[config.mk]
export PLATFORM = sky130hd
export DESIGN_NAME = div8_by4_seq
export DESIGN_NICKNAME = d
export VERILOG_FILES = /design/src/rtl/div8_by4_seq.sv
export SDC_FILE = /design/constraint.sdc
export NUM_CORES = 1
export LEC_CHECK = 0
export CAP_MARGIN = 30
export CORE_AREA = 2 2 62 64
export CTS_CLUSTER_SIZE = 28
export DETAILED_ROUTE_END_ITERATION = 6
export DIE_AREA = 0 0 64 66
export PLACE_DENSITY = 0.91
export SLEW_MARGIN = 5
export SYNTH_ARGS = -nofsm -noshare
export SYNTH_HDL_FRONTEND = slang
export SYNTH_SLANG_ARGS = --single-unit
[constraint.sdc]
create_clock -name clk -period 5.49 [get_ports clk]
set_input_delay 1.098 -clock clk [delete_from_list [all_inputs] [get_ports clk]]
set_output_delay 1.098 -clock clk [all_outputs]
set_load 0.01 [all_outputs]
[src/rtl/div8_by4_seq.sv]
// Sequential restoring divider, one quotient bit per clock.
// Valid/ready handshake on both the operand and the result side.
module div8_by4_seq #(
  parameter int DW = 8,
  parameter int VW = 4,
  parameter int CW = 4
) (
  input  logic          clk,
  input  logic          rst,
  input  logic          in_valid,
  output logic          in_ready,
  input  logic [DW-1:0] dividend,
  input  logic [VW-1:0] divisor,
  output logic          out_valid,
  input  logic          out_ready,
  output logic [DW-1:0] quotient,
  output logic [VW-1:0] remainder,
  output logic          div_zero
);

  typedef enum logic [1:0] {
    IDLE = 2'd0,
    CALC = 2'd1,
    DONE = 2'd2
  } state_t;

  state_t state, state_nxt;

  logic [DW-1:0] shreg;
  logic [DW-1:0] qreg;
  logic [VW-1:0] dvsr;
  logic [VW:0]   prem;
  logic [CW-1:0] count;

  logic [VW:0]   r_try;
  logic [VW:0]   r_sub;
  logic [VW:0]   prem_nxt;
  logic          q_bit;
  logic          last;

  // One restoring step: bring down the next dividend bit, trial-subtract.
  always_comb begin
    r_try    = {prem[VW-1:0], shreg[DW-1]};
    r_sub    = r_try - {1'b0, dvsr};
    q_bit    = (r_try >= {1'b0, dvsr});
    prem_nxt = q_bit ? r_sub : r_try;
    last     = (count == CW'(DW - 1));
  end

  always_ff @(posedge clk) begin
    if (rst) begin
      state <= IDLE;
    end else begin
      state <= state_nxt;
    end
  end

  always_comb begin
    state_nxt = state;
    unique case (state)
      IDLE: begin
        if (in_valid) begin
          state_nxt = (divisor == '0) ? DONE : CALC;
        end
      end
      CALC: begin
        if (last) begin
          state_nxt = DONE;
        end
      end
      DONE: begin
        if (out_ready) begin
          state_nxt = IDLE;
        end
      end
      default: state_nxt = IDLE;
    endcase
  end

  always_comb begin
    in_ready  = (state == IDLE);
    out_valid = (state == DONE);
  end

  always_ff @(posedge clk) begin
    if (rst) begin
      shreg     <= '0;
      qreg      <= '0;
      dvsr      <= '0;
      prem      <= '0;
      count     <= '0;
      quotient  <= '0;
      remainder <= '0;
      div_zero  <= 1'b0;
    end else begin
      unique case (state)
        IDLE: begin
          if (in_valid) begin
            shreg <= dividend;
            dvsr  <= divisor;
            prem  <= '0;
            qreg  <= '0;
            count <= '0;
            if (divisor == '0) begin
              quotient  <= '1;
              remainder <= '0;
              div_zero  <= 1'b1;
            end
          end
        end
        CALC: begin
          shreg <= shreg << 1;
          prem  <= prem_nxt;
          qreg  <= {qreg[DW-2:0], q_bit};
          if (last) begin
            quotient  <= {qreg[DW-2:0], q_bit};
            remainder <= prem_nxt[VW-1:0];
            div_zero  <= 1'b0;
          end else begin
            count <= count + 1'b1;
          end
        end
        default: begin
        end
      endcase
    end
  end

endmodule

==> results.md, run 1 <==
* Slowest CP cell: o21ai_4
* Setup TNS at 0 ns
* Critical path class: input port to register
* Post-synth top area share at around 45%
* Overall die height at between 60 and 70 um
* Synth unique cells at 38
* Synth Area per Inst at 8.29 sq um
* Multi-input gate area at about 960 sq um
* Via-per-instance ratio at 5.59
* Register share of total power at 55.6%
* Post-Syn Nets at between 200 and 300
* Worst setup path end: remainder[0]$_SDFFE_PP0P_
* Worst-path clk slew at roughly 0.12 ns
* Switching Fraction at 29.9%
* Number of max-cap violations at 0
* Seq/Total Area, Yosys at 44.5%
* Tmin final at 2.82 ns
* Post-synth EDFFs at 0
* Int Power at a little over 400 uW
* Final worst path period share at about half
* FF+latch count, synth at 42
* Uppermost layer routed: met4
* DIE WIDTH at roughly 64 um
* Num CTS Buffers at 5
* CTS Sinks at 42
* FF-to-FF End: remainder[0]$_SDFFE_PP0P_
* Fmax at 354 MHz
* R2R setup slack at 3.28 ns
* Final nets at about 270
* Clock Latency Late Sink at 0.36 ns
* Met3 routed WL at between 200 and 250 um
* Row cnt at 22
* Layout cell share with drive strength beyond 1 at a little under a tenth
* Post-synth ARST share at 0%
* CTS root buffer: clkbuf_4
* Cells along the critical path: clkdlybuf4s50_1 -> nand2_1 -> o21ai_4 -> nor2_1 -> a211oi_2
* Leakage at between 0.8 and 0.9 nW
* Pin count of the biggest net entering global routing at 43
* Comb power frac at 17.8%
* Slew HR at 37.2%
* Total Wirelength at 4000 um
* Ant. Diodes at 0
* Overflow after GRT at 0
* Cts hold-fix bufs at 0
* FF+latch area at 841 sq um
* Met1 wire length at around 1700 um
* Cts repair resizes at 0
* Initial DRT Pass Iterations at 4
* All-Layer GR Usage at ~21%
* DR WL/cell at roughly 13 um
* CP Capture Type: register
* Port-buffer cells at 30
* Final Wtd Congestion at slightly above 0.8
* Via Count at 1,684
* RSZ-0062 raised after global routing: no
* H-tree depth at 2
* Initial core utilization at 53.2%
* Worst r2r src: state[1]$_SDFFE_PP0P_
* CP peak stage delay at 0.66 ns
* Area Overhead vs Synth at 20.0%
* Remaining DRCs at 0
* Slew Viols, Final at 0
* Synth area leaders: dfxtp_1 (45%), nand2_1 (7.0%), nor2_1 (6.2%), a21oi_1 (5.6%), nand3_1 (4.2%)
* Global-route wire length before repair at between 7000 and 8000 um
* Power per cell area at between 200 and 300 nW/um^2
* Wire length on met2 at slightly below 2000 um
* Worst EP arrival at approximately 3.1 ns
* Core region area at 3550 sq um
* Fillers at just under 300
* Initial antenna violation count at 0
* R2R cell count at 5
* Final antenna-violating net count at 0
* Number of global-route vias before repair at between 1,500 and 2,000
* Post-synth top area cell: dfxtp_1
* # Post-CTS Setup Buffers at 0
* Worst EP required at around 5.8 ns
* YS warnings at 0
* Final Setup Violations at 0
* HP Class: register to register
* Hpwl dp at approximately 2700 um
* Io pins at 31
* DRT iter0 DRCs at 72
* Worst VDD drop at approximately 160 uV
* Power Total at 589 uW
* CTS tree: built
* Net Switching at between 150 and 200 uW
* Worst Setup SP: in_valid
* Synth Flop Type: dfxtp_1
* Gate Count Post-Synth at ~230
* Clock Path Buffers at 2
* Outcome: finished, final reports clean
* Full die area at around 4200 sq um
* Post-Syn Area at roughly 1900 sq um
* Worst-margin pin slew at approximately 0.94 ns
* Max FO, Critical Path at 27
* Clock Skews at around 0.012 ns
* Crit path launch type: input port
* Clock power frac at about a quarter
* Final hold vios at 0
how the worst min path moves through the flow:
stage                         startpoint                    to  slack [ns]  cells after the start
CTS                 dvsr[3]$_SDFFE_PP0P_  dvsr[3]$_SDFFE_PP0P_        0.47                      2
detailed placement  dvsr[3]$_SDFFE_PP0P_  dvsr[3]$_SDFFE_PP0P_        0.46                      2
floorplan           dvsr[2]$_SDFFE_PP0P_  dvsr[2]$_SDFFE_PP0P_        0.44                      2
finish              dvsr[3]$_SDFFE_PP0P_  dvsr[3]$_SDFFE_PP0P_        0.47                      2
global placement    dvsr[3]$_SDFFE_PP0P_  dvsr[3]$_SDFFE_PP0P_        0.44                      2
global route        dvsr[2]$_SDFFE_PP0P_  dvsr[2]$_SDFFE_PP0P_        0.50                      2
final cells by class:
type	count	area share, %
Tap cell	48	2.65
Inverter	6	0.993
Sequential cell	42	37.1
Timing Repair Buffer	33	14.4
Multi-Input combinational cell	164	42.3
Clock buffer	5	1.66
Clock inverter	3	0.938
power by group through the flow:
| stage | sequential [mW] | clock (mW) | combinational, mW |
|---|---|---|---|
| 2_1_floorplan | 0.333 | 0 | 0.0714 |
| 3_3_place_gp | 0.334 | 0 | 0.0969 |
| 3_5_place_dp | 0.334 | 0 | 0.102 |
| 4_1_cts | 0.328 | 0.160 | 0.103 |
| 5_1_grt | 0.330 | 0.177 | 0.116 |
| 6_report | 0.328 | 0.156 | 0.105 |
cells in the mapped netlist (all sizes together), types with 3 or more instances:
cell type,count
a211oi,4
nor4,5
nor2,31
a31oi,5
ha,5
buf,8
a21oi,22
nor3,8
nand3,16
inv,6
dfxtp,42
clkbuf,8
nand2,35
o21ai,3
a311oi,7
cells in the final DEF (no fill, tap or decap), drive strengths merged, types with 5 or more instances in the layout:
master | Yosys | final
nor3 | 8 | 8
nor4 | 5 | 5
a21oi | 22 | 22
a311oi | 7 | 7
inv | 6 | 6
nand2 | 35 | 35
nand3 | 16 | 16
nor2 | 31 | 31
clkdlybuf4s50 | 0 | 30
ha | 5 | 5
dfxtp | 42 | 42
a31oi | 5 | 5
clkbuf | 8 | 5
stage by stage:
stage / hold slack [ns] / worst slack (ns) / cells / util (%) / cell area [sq um]
finish: 0.471 / 2.67 / 301 / 63.8 / 2270
global route: 0.500 / 2.51 / 301 / 63.8 / 2270
CTS: 0.473 / 2.68 / 300 / 63.5 / 2260
detailed placement: 0.456 / 2.30 / 292 / 61.9 / 2200
global placement: 0.445 / 2.41 / 291 / 61.7 / 2190
floorplan: 0.436 / 3.21 / 228 / - / 1890
worst max-delay path: cells and delay by family:
| family | cells | cell delay (ns) |
|---|---|---|
| AOI/OAI and AO/OA | 2 | 0.88 |
| buffers and inverters | 1 | 0.46 |
| and+or+nand+nor | 2 | 0.65 |
kinds of logic after synthesis:
group,count (synthesis),share of synthesized area (%)
compound gates,45,16.7
fa+ha+maj,6,4.37
simple gates,110,28.3
xor+xnor,3,1.39
flops,42,44.5
buf+inv,22,4.77
routing by layer:
| metal | vias to the layer above | GRT usage [%] |
|---|---|---|
| li1 | 839 | - |
| met3 | 10 | 5.79 |
| met5 | - | 0 |
| met1 | 787 | 26.1 |
| met4 | 0 | 10.1 |
| met2 | 48 | 35.2 |
sequential cells by signal, summed over array words and instances (netlist names):
signal and count:
state 2, count 4, dvsr 4, prem 4, shreg 8, div_zero 1, qreg 7, quotient 8
remainder 4
No activity file was read; power rests on OpenSTA's default activity.
==> run 2, diff against run 1 <==
Settings changed: CORE_AREA 2 2 62 64 to 2 2 64 66, DIE_AREA 0 0 64 66 to 0 0 66 68, PLACE_DENSITY 0.91 to 0.86.
Clock period 5.49 ns to 2.6 ns, I/O delays scaled along.
==> run 2 against run 1 <==
Sequential share of layout area shrank 0.60 points. Highest routed layer unchanged. Combinational power grew 110%. Critical path type unchanged. Clock power rose to 2.7 times the previous value. Worst setup slack got worse by 2.1 ns. Cell count up 1.0%.
==> results.md, run 2 (same netlist as run 1, synthesis figures left out) <==
* Outcome: finished, final reports clean
* DR WL/cell at 13.1 um (-1.7%)
* Comb power frac at 16.6% (-1.2 points)
* Worst r2r src: dvsr[1]$_SDFFE_PP0P_
* Worst Hold End: dvsr[3]$_SDFFE_PP0P_
* Critical path class: input port to register
* Final hold vios at 0 (unchanged)
* Crit path launch type: input port
* FF-to-FF End: remainder[0]$_SDFFE_PP0P_
* Setup TNS at 0 ns (unchanged)
* Hold path startpoint: dvsr[3]$_SDFFE_PP0P_
* Clock power frac at 31.4% (+4.9 points)
* Clock Latency Late Sink at 0.30 ns (-0.06 ns)
* Hpwl dp at 2750 um (+1.1%)
* Worst VDD drop at 368 uV (+130%)
* Max FO, Critical Path at 16 (-41%)
* Leakage at 0.817 nW (+2.0%)
* # Post-CTS Setup Buffers at 0 (unchanged)
* Fin area at 2300 sq um (+1.7%)
* Ant. Diodes at 0 (unchanged)
* Io pins at 31 (unchanged)
* All-Layer GR Usage at 19.7% (-1.8 points)
* HP Class: register to register
* Initial antenna violation count at 0 (unchanged)
* Post-DP Area at 2210 sq um (+0.80%)
* Number of global-route vias before repair at 1,415 (-10%)
* Net Switching at 373 uW (+110%)
* Num CTS Buffers at 5 (unchanged)
* R2R setup slack at 0.62 ns (-2.66 ns)
* Full die area at 4490 sq um (+6.3%)
* Port-buffer cells at 30 (unchanged)
* Remaining DRCs at 0 (unchanged)
* Overall die height at 68 um (+3.0%)
* Final antenna-violating net count at 0 (unchanged)
* Fillers at 358 (+23%)
* Row cnt at 23 (+4.5%)
* Clock Path Buffers at 2 (unchanged)
* CTS tree: built
* Worst Setup Slack, final at 0.558 ns (-2.11 ns)
* Cts repair resizes at 0 (unchanged)
* Int Power at 955 uW (+130%)
* Final Setup Violations at 0 (unchanged)
* Worst-path clk slew at 0.08 ns (-0.04 ns)
* DRT iter0 DRCs at 129 (+79%)
* Register share of total power at 52.0% (-3.6 points)
* Pin count of the biggest net entering global routing at 43 (unchanged)
* Biggest registers after layout: quotient (8), shreg (8), qreg (7)
* Switching Fraction at 28.1% (-1.8 points)
* Total Wirelength at 3970 um (-0.75%)
* RSZ-0062 raised after global routing: no
* Worst EP required at 2.81 ns (-2.96 ns)
* Slew Viols, Final at 0 (unchanged)
* CTS Sinks at 42 (unchanged)
* Final Wtd Congestion at 0.953 (+16%)
* Pre-CTS WS at 0.235 ns (-2.06 ns)
* Worst EP arrival at 2.26 ns (-0.85 ns)
* CTS root buffer: clkbuf_8
* Slew HR at 64.1% (+27 points)
* Initial DRT Pass Iterations at 4 (unchanged)
* Commonest non-fill, non-tap cell in the layout: dfxtp_1
* Cts hold-fix bufs at 0 (unchanged)
* Via-per-instance ratio at 5.49 (-1.8%)
* Area Overhead vs Synth at 22.0%
* Initial core utilization at 49.0% (-4.2 points)
* Fmax at roughly 490 MHz
* Power per cell area at 576 nW/um^2 (+120%)
* Via Count at 1,670 (-0.83%)
* DIE WIDTH at 66 um (+3.1%)
* Number of max-cap violations at 0 (unchanged)
* Layout cell share with drive strength beyond 1 at 9.84% (+0.36 points)
* Hold Crit Depth at 2 (unchanged)
* H-tree depth at 2 (unchanged)
* Most frequent cells in the layout: dfxtp_1 (42), nand2_1 (35), nor2_1 (31)
* Tmin final at approximately 2.0 ns
* Global-route wire length before repair at 6640 um (-5.6%)
* Overflow after GRT at 0 (unchanged)
* R2R cell count at 7 (+2)
* Clock Skews at 0.00659 ns (-0.00517 ns)
* CP Capture Type: register
* Core region area at 3860 sq um (+8.6%)
* Final worst path period share at 78.5%
* Worst-margin pin slew at 0.539 ns (-0.401 ns)
* Power Total at 1.33 mW (+130%)
* Final nets at 275 (+0.36%)
-- run 2: cell count changes in the layout (fill, tap and decap cells not counted), sizes merged --
cell  change
buf       +1
-- run 2: area by class of cell --
| cell class | instances | area (sq um) | area share [%] |
|---|---|---|---|
| inverter | 6 | 22.5 | 0.977 |
| multi-input combinational | 164 | 958 | 41.6 |
| tap | 50 | 62.6 | 2.71 |
| sequential | 42 | 841 | 36.5 |
| timing repair buffer | 34 | 330 | 14.3 |
| clock inverter | 3 | 21.3 | 0.923 |
| clock buffer | 5 | 68.8 | 2.99 |
-- run 2: worst max path at each step --
stage / cells past startpoint / end / slack (ns) / start
floorplan: 7 / remainder[0]$_SDFFE_PP0P_ / 0.81 / dvsr[1]$_SDFFE_PP0P_
global placement: 5 / remainder[0]$_SDFFE_PP0P_ / 0.31 / divisor[0]
detailed placement: 5 / remainder[0]$_SDFFE_PP0P_ / 0.24 / divisor[0]
CTS: 5 / remainder[0]$_SDFFE_PP0P_ / 0.55 / divisor[0]
global route: 5 / div_zero$_SDFFE_PP0P_ / 0.44 / divisor[0]
finish: 5 / div_zero$_SDFFE_PP0P_ / 0.56 / divisor[0]
-- run 2: worst max-delay path, stage by stage --
cell and delay [ns]:
clkdlybuf4s50_1 0.43, or4_4 0.58, o21ai_4 0.42, nor2_1 0.09, a211oi_1 0.21
-- run 2: power by group through the flow --
stage / Sequential, mW / Clock (mW) / Combinational [mW]
after global placement: 0.705 / 0 / 0.212
after floorplan: 0.703 / 0 / 0.151
after CTS: 0.691 / 0.429 / 0.219
after global routing: 0.695 / 0.456 / 0.241
final: 0.690 / 0.417 / 0.220
after detailed placement: 0.706 / 0 / 0.219
-- run 2: metal layers --
metal  GRT usage, %  wire [um]  vias up
li1               -          -      838
met1           24.8       1760      775
met2           31.9       1940       51
met3           5.92        208        6
met4           7.40         55        0
met5              0          0        -
-- run 2: metrics by stage --
stage               cells  hold WS, ns  util, %
detailed placement    296        0.456     57.4
global route          304        0.488     59.8
CTS                   304        0.469     59.8
finish                304        0.466     59.8
floorplan             228        0.436        -
global placement      296        0.445     57.4
==> RTL change 1: new RTL, settings of run 2 <==
The parameter `VW` goes from 4 to 3.
--- a/src/rtl/div8_by4_seq.sv
+++ b/src/rtl/div8_by4_seq.sv
@@ -4,3 +4,3 @@
   parameter int DW = 8,
-  parameter int VW = 4,
+  parameter int VW = 3,
   parameter int CW = 4
Ports: changed (resized divisor and remainder); port bits go from 31 to 29. The function was not compared with the original's and may differ.
==> RTL change 1 against run 2 <==
Total power is 6.1% lower; sequential cell count is 3 lower; sequential share of layout area is 0.35 points lower; area after synthesis is 7.7% lower; die area stayed put; design area is 6.2% lower; routed wire length is 12% lower; setup slack worse by 0.14 ns; non-clock buffer count stayed put; final cell count is 5.6% lower.
==> RTL change 1: results (changes against run 2) <==
total of cells resized after clock tree synthesis 0 (unchanged); worst-path cell with the longest stage delay fa_1; syn nets 229 (-8.4%); largest delay contributor family on the critical path adder cells; combined global-route utilization of all metal layers 0.1799 (-0.01677); crit-path max cell delay 0.41 ns (-0.17 ns); share of the clock period used by the worst path after layout 0.8373 (+0.05200); clock buffers created by TritonCTS 5 (unchanged); clock-pin transition on the worst setup and hold timing paths 0.08 ns (about the same); IR drop worst, VDD 314.5 uV (-15%); # nets final 256 (-6.9%); number of inserted diodes 0 (unchanged); violation count after the first detailed-routing iteration 69 (-47%); top post-synthesis cells by area dfxtp_1, nand2_1, nor2_1; master cell of the clock root buffer clkbuf_8; vias in the first global route 1435 (+1.4%); dpl ws 0.4909 ns (+0.2557 ns); setup slack of the most critical reg-to-reg path 0.42 ns (-0.20 ns); most numerous cell types in the synthesized netlist dfxtp_1, nand2_1, nor2_1, a21oi_1, nand3_1; Port Buffers 28 (-6.7%); placed inst area 0.002076 sq mm (-6.3%); final routed wire length divided by cell count 12.15 um (-6.9%); static leakage 0.0007940 uW (-2.8%); largest driver fanout on the critical path 3 (-13); final weighted congestion in routability-driven placement 0.8410 (-12%); DP Wirelength 2445 um (-11%); warning count from the yosys run 0 (unchanged); filler cell count in the final layout 361 (+0.84%); end point of the critical path remainder[1]$_SDFFE_PP0P_; via/cell ratio 5.300 (-3.5%); Worst Reg-to-Reg Cells 7 (unchanged); initial antenna violation count 0 (unchanged); Most used DFF post-synth dfxtp_1; placed instance count 279 (-5.7%); total wirelength of the detailed-routed design 3488 um (-12%); global-route wire length before repair 6092 um (-8.3%); sequential area share after synthesis 0.4480 (+0.002921); status finished, final reports clean; post-synthesis cell type count 38 (unchanged); TritonRoute pass-1 iters 4 (unchanged); worst skew pair latency 0.30 ns (about the same); maximum number of pins on one net before global-route repair 33 (-23%); fraction of final layout cells sized beyond drive strength 1 0.09705 (-0.001379); Worst slew margin 0.5865 (-0.05409); Largest regs quotient: 8 flops, shreg: 8 flops, qreg: 7 flops; number of buffers inserted by post-CTS setup repair 0 (unchanged); skew final 0.008835 ns (+0.002240 ns); Critical Path Source shreg[7]$_SDFFE_PP0P_; Arr. time, crit path 2.38 ns (+0.12 ns); Longest Clk Path Bufs 2 (unchanged); cell count after synthesis 209 (-8.3%)
==> RTL change 1: where the power goes <==
group          internal (uW)  switching, uW
clock                    187            212
sequential               626           19.3
combinational           94.1            108
==> RTL change 1: cell type report <==
cell class,count,area (sq um),area share
well taps,50,62.56,0.02895
inverters,7,26.28,0.01216
repair buffers,34,337.8,0.1563
clock inverters,2,12.51,0.005790
flip-flops and latches,39,780.7,0.3613
multi-input cells,149,868.3,0.4019
clock buffers,6,72.57,0.03358
==> RTL change 1: routing by layer <==
layer,routed length (um),up-vias,track usage
li1,-,776,-
met1,1582,719,0.1900
met2,1721,19,0.3321
met3,90,7,0.03454
met4,93,0,0.1097
met5,0,-,0
==> RTL change 1: logic make-up after synthesis <==
family          count (synthesis)  share of synthesized area
mux                             1                   0.006460
xor+xnor                        1                   0.005026
compound gates                 37                     0.1465
fa+ha+maj                       5                    0.04020
buf+inv                        21                    0.05384
simple gates                  105                     0.3001
flops                          39                     0.4480
==> RTL change 1: worst min path at each step <==
stage | start | to | slack [ns] | depth (start not counted)
2_1_floorplan | dvsr[2]$_SDFFE_PP0P_ | dvsr[2]$_SDFFE_PP0P_ | 0.44 | 2
3_3_place_gp | dvsr[2]$_SDFFE_PP0P_ | dvsr[2]$_SDFFE_PP0P_ | 0.45 | 2
3_5_place_dp | dvsr[0]$_SDFFE_PP0P_ | dvsr[0]$_SDFFE_PP0P_ | 0.46 | 2
4_1_cts | dvsr[0]$_SDFFE_PP0P_ | dvsr[0]$_SDFFE_PP0P_ | 0.47 | 2
5_1_grt | dvsr[2]$_SDFFE_PP0P_ | dvsr[2]$_SDFFE_PP0P_ | 0.49 | 2
6_report | dvsr[2]$_SDFFE_PP0P_ | dvsr[2]$_SDFFE_PP0P_ | 0.47 | 2
==> RTL change 2: new RTL, config.mk and constraints of run 2 <==
Made on the original files. Add an input register stage for `divisor`, with the module's reset; this delays it by one clock. The other inputs are not delayed to match.
--- a/src/rtl/div8_by4_seq.sv
+++ b/src/rtl/div8_by4_seq.sv
@@ -25,2 +25,12 @@
   } state_t;
+
+  logic [VW-1:0] divisor_q;
+
+  always_ff @(posedge clk) begin
+    if (rst) begin
+      divisor_q <= '0;
+    end else begin
+      divisor_q <= divisor;
+    end
+  end
 
@@ -62,3 +72,3 @@
         if (in_valid) begin
-          state_nxt = (divisor == '0) ? DONE : CALC;
+          state_nxt = (divisor_q == '0) ? DONE : CALC;
         end
@@ -99,3 +109,3 @@
             shreg <= dividend;
-            dvsr  <= divisor;
+            dvsr  <= divisor_q;
             prem  <= '0;
@@ -103,3 +113,3 @@
             count <= '0;
-            if (divisor == '0) begin
+            if (divisor_q == '0) begin
               quotient  <= '1;
Formal check against the unedited RTL: not equivalent (Yosys sat finds a counterexample within 4 cycles, from zero or initial values and one cycle with rst high).
==> RTL change 2 against run 2 <==
Routed wire length grew 3.0%; area after synthesis is 5.6% higher; register-to-register slack gained 0.05 ns; design area is 4.7% higher; sequential cell count rose by 4; total power is 10% higher; fmax grew 3.6%; setup slack better by 0.072 ns; critical path type is now flop to primary output; largest cell class unchanged; largest power group unchanged.
==> RTL change 2: results (changes against run 2) <==
non-clock buffer total of the final layout 35 (+2.9%); buffering overhead 0.1400 (-0.003353); setup slack of the most critical reg-to-reg path 0.67 ns (+0.05 ns); clkbuf count 6 (+1); Reg area 920.9 sq um (+9.5%); total wirelength of the detailed-routed design 4086 um (+3.0%); most numerous cell types in the synthesized netlist dfxtp_1, nand2_1, nor2_1, a21oi_1, nand3_1; Arr. time, crit path 1.45 ns (-0.81 ns); met2 wire length 1946 um (+0.15%); transition at the pin with the smallest max-transition slack 0.4990 ns (-0.04010 ns); syn nets 258 (+3.2%); crit-path max cell delay 0.56 ns (-0.02 ns); vias in the first global route 1496 (+5.7%); Synth Register Bits 46 (+9.5%); violation count after the first detailed-routing iteration 117 (-9.3%); met1 track utilization from global routing 0.2324 (-0.01554); maximum number of pins on one net before global-route repair 31 (-28%); Global Route met2 Usage 0.3106 (-0.008838); filler cell count in the final layout 351 (-2.0%); sequential area share after synthesis 0.4614 (+0.01641); # nets final 284 (+3.3%); Multi-In Gates 168 (+2.4%); global-route wire length before repair 6486 um (-2.4%); largest delay contributor family on the critical path buffers and inverters; routed length on met3 258 um (+24%); DP Wirelength 2825 um (+2.6%); skew final 0.005528 ns (-0.001066 ns); area share of the largest cell type after synthesis 0.4614 (+0.01641); placed instance count 305 (+3.0%); combined global-route utilization of all metal layers 0.1900 (-0.006729); fraction of final layout cells sized beyond drive strength 1 0.09506 (-0.003368); detailed-route via count 1727 (+3.4%); total routed wire length on the met1 layer 1811 um (+2.8%); final weighted congestion in routability-driven placement 0.9335 (-2.0%); capture point of the worst reg-to-reg path remainder[0]$_SDFFE_PP0P_; status finished, final reports clean; share of cell area taken by multi-input logic gates 0.4075 (-0.008387); average footprint of a synthesized cell 8.456 sq um (+2.0%); IR drop worst, VDD 322.2 uV (-13%); worst-path cell with the longest stage delay clkdlybuf4s50_1
==> RTL change 2: power breakdown <==
part	leakage (uW)	internal (uW)	switching, uW
registers	0.000376	747	26.4
clock network	0.0000452	190	237
logic	0.000446	119	145
total	0.000867	1060	409
==> RTL change 2: cells by family after synthesis <==
logic type | after synthesis | synth area share
xor+xnor | 3 | 0.01317
simple gates | 114 | 0.2803
fa+ha+maj | 6 | 0.04138
compound gates | 45 | 0.1580
buf+inv | 22 | 0.04577
flops | 46 | 0.4614
==> RTL change 2: tightest hold or removal path: cells and delay by family (launching register included) <==
kind,cells,cell delay (ns)
AND/OR/NAND/NOR,1,0.05
AO/OA/AOI/OAI,1,0.05
flip-flops,1,0.31
==> RTL change 2: worst max-delay path by stage <==
stage	startpoint	end	depth (start not counted)	slack, ns
floorplan	dvsr[1]$_SDFFE_PP0P_	remainder[0]$_SDFFE_PP0P_	7	0.81
global placement	in_valid	remainder[3]$_SDFFE_PP0P_	6	0.70
detailed placement	in_valid	remainder[3]$_SDFFE_PP0P_	6	0.62
CTS	state[1]$_SDFFE_PP0P_	out_valid	2	0.63
global route	dvsr[1]$_SDFFE_PP0P_	prem[0]$_SDFFE_PP0P_	7	0.49
finish	state[1]$_SDFFE_PP0P_	out_valid	2	0.63
==> RTL change 2: metrics by stage <==
stage / util / hold slack [ns] / setup WS, ns / power (uW) / area (sq um)
floorplan: - / 0.4312 / 0.8052 / 957.1 / 1996
global placement: 0.6035 / 0.4432 / 0.6989 / 1044 / 2327
detailed placement: 0.6035 / 0.4475 / 0.6169 / 1051 / 2327
CTS: 0.6259 / 0.4557 / 0.6281 / 1471 / 2414
global route: 0.6259 / 0.4779 / 0.4916 / 1535 / 2414
finish: 0.6259 / 0.4563 / 0.6298 / 1464 / 2414
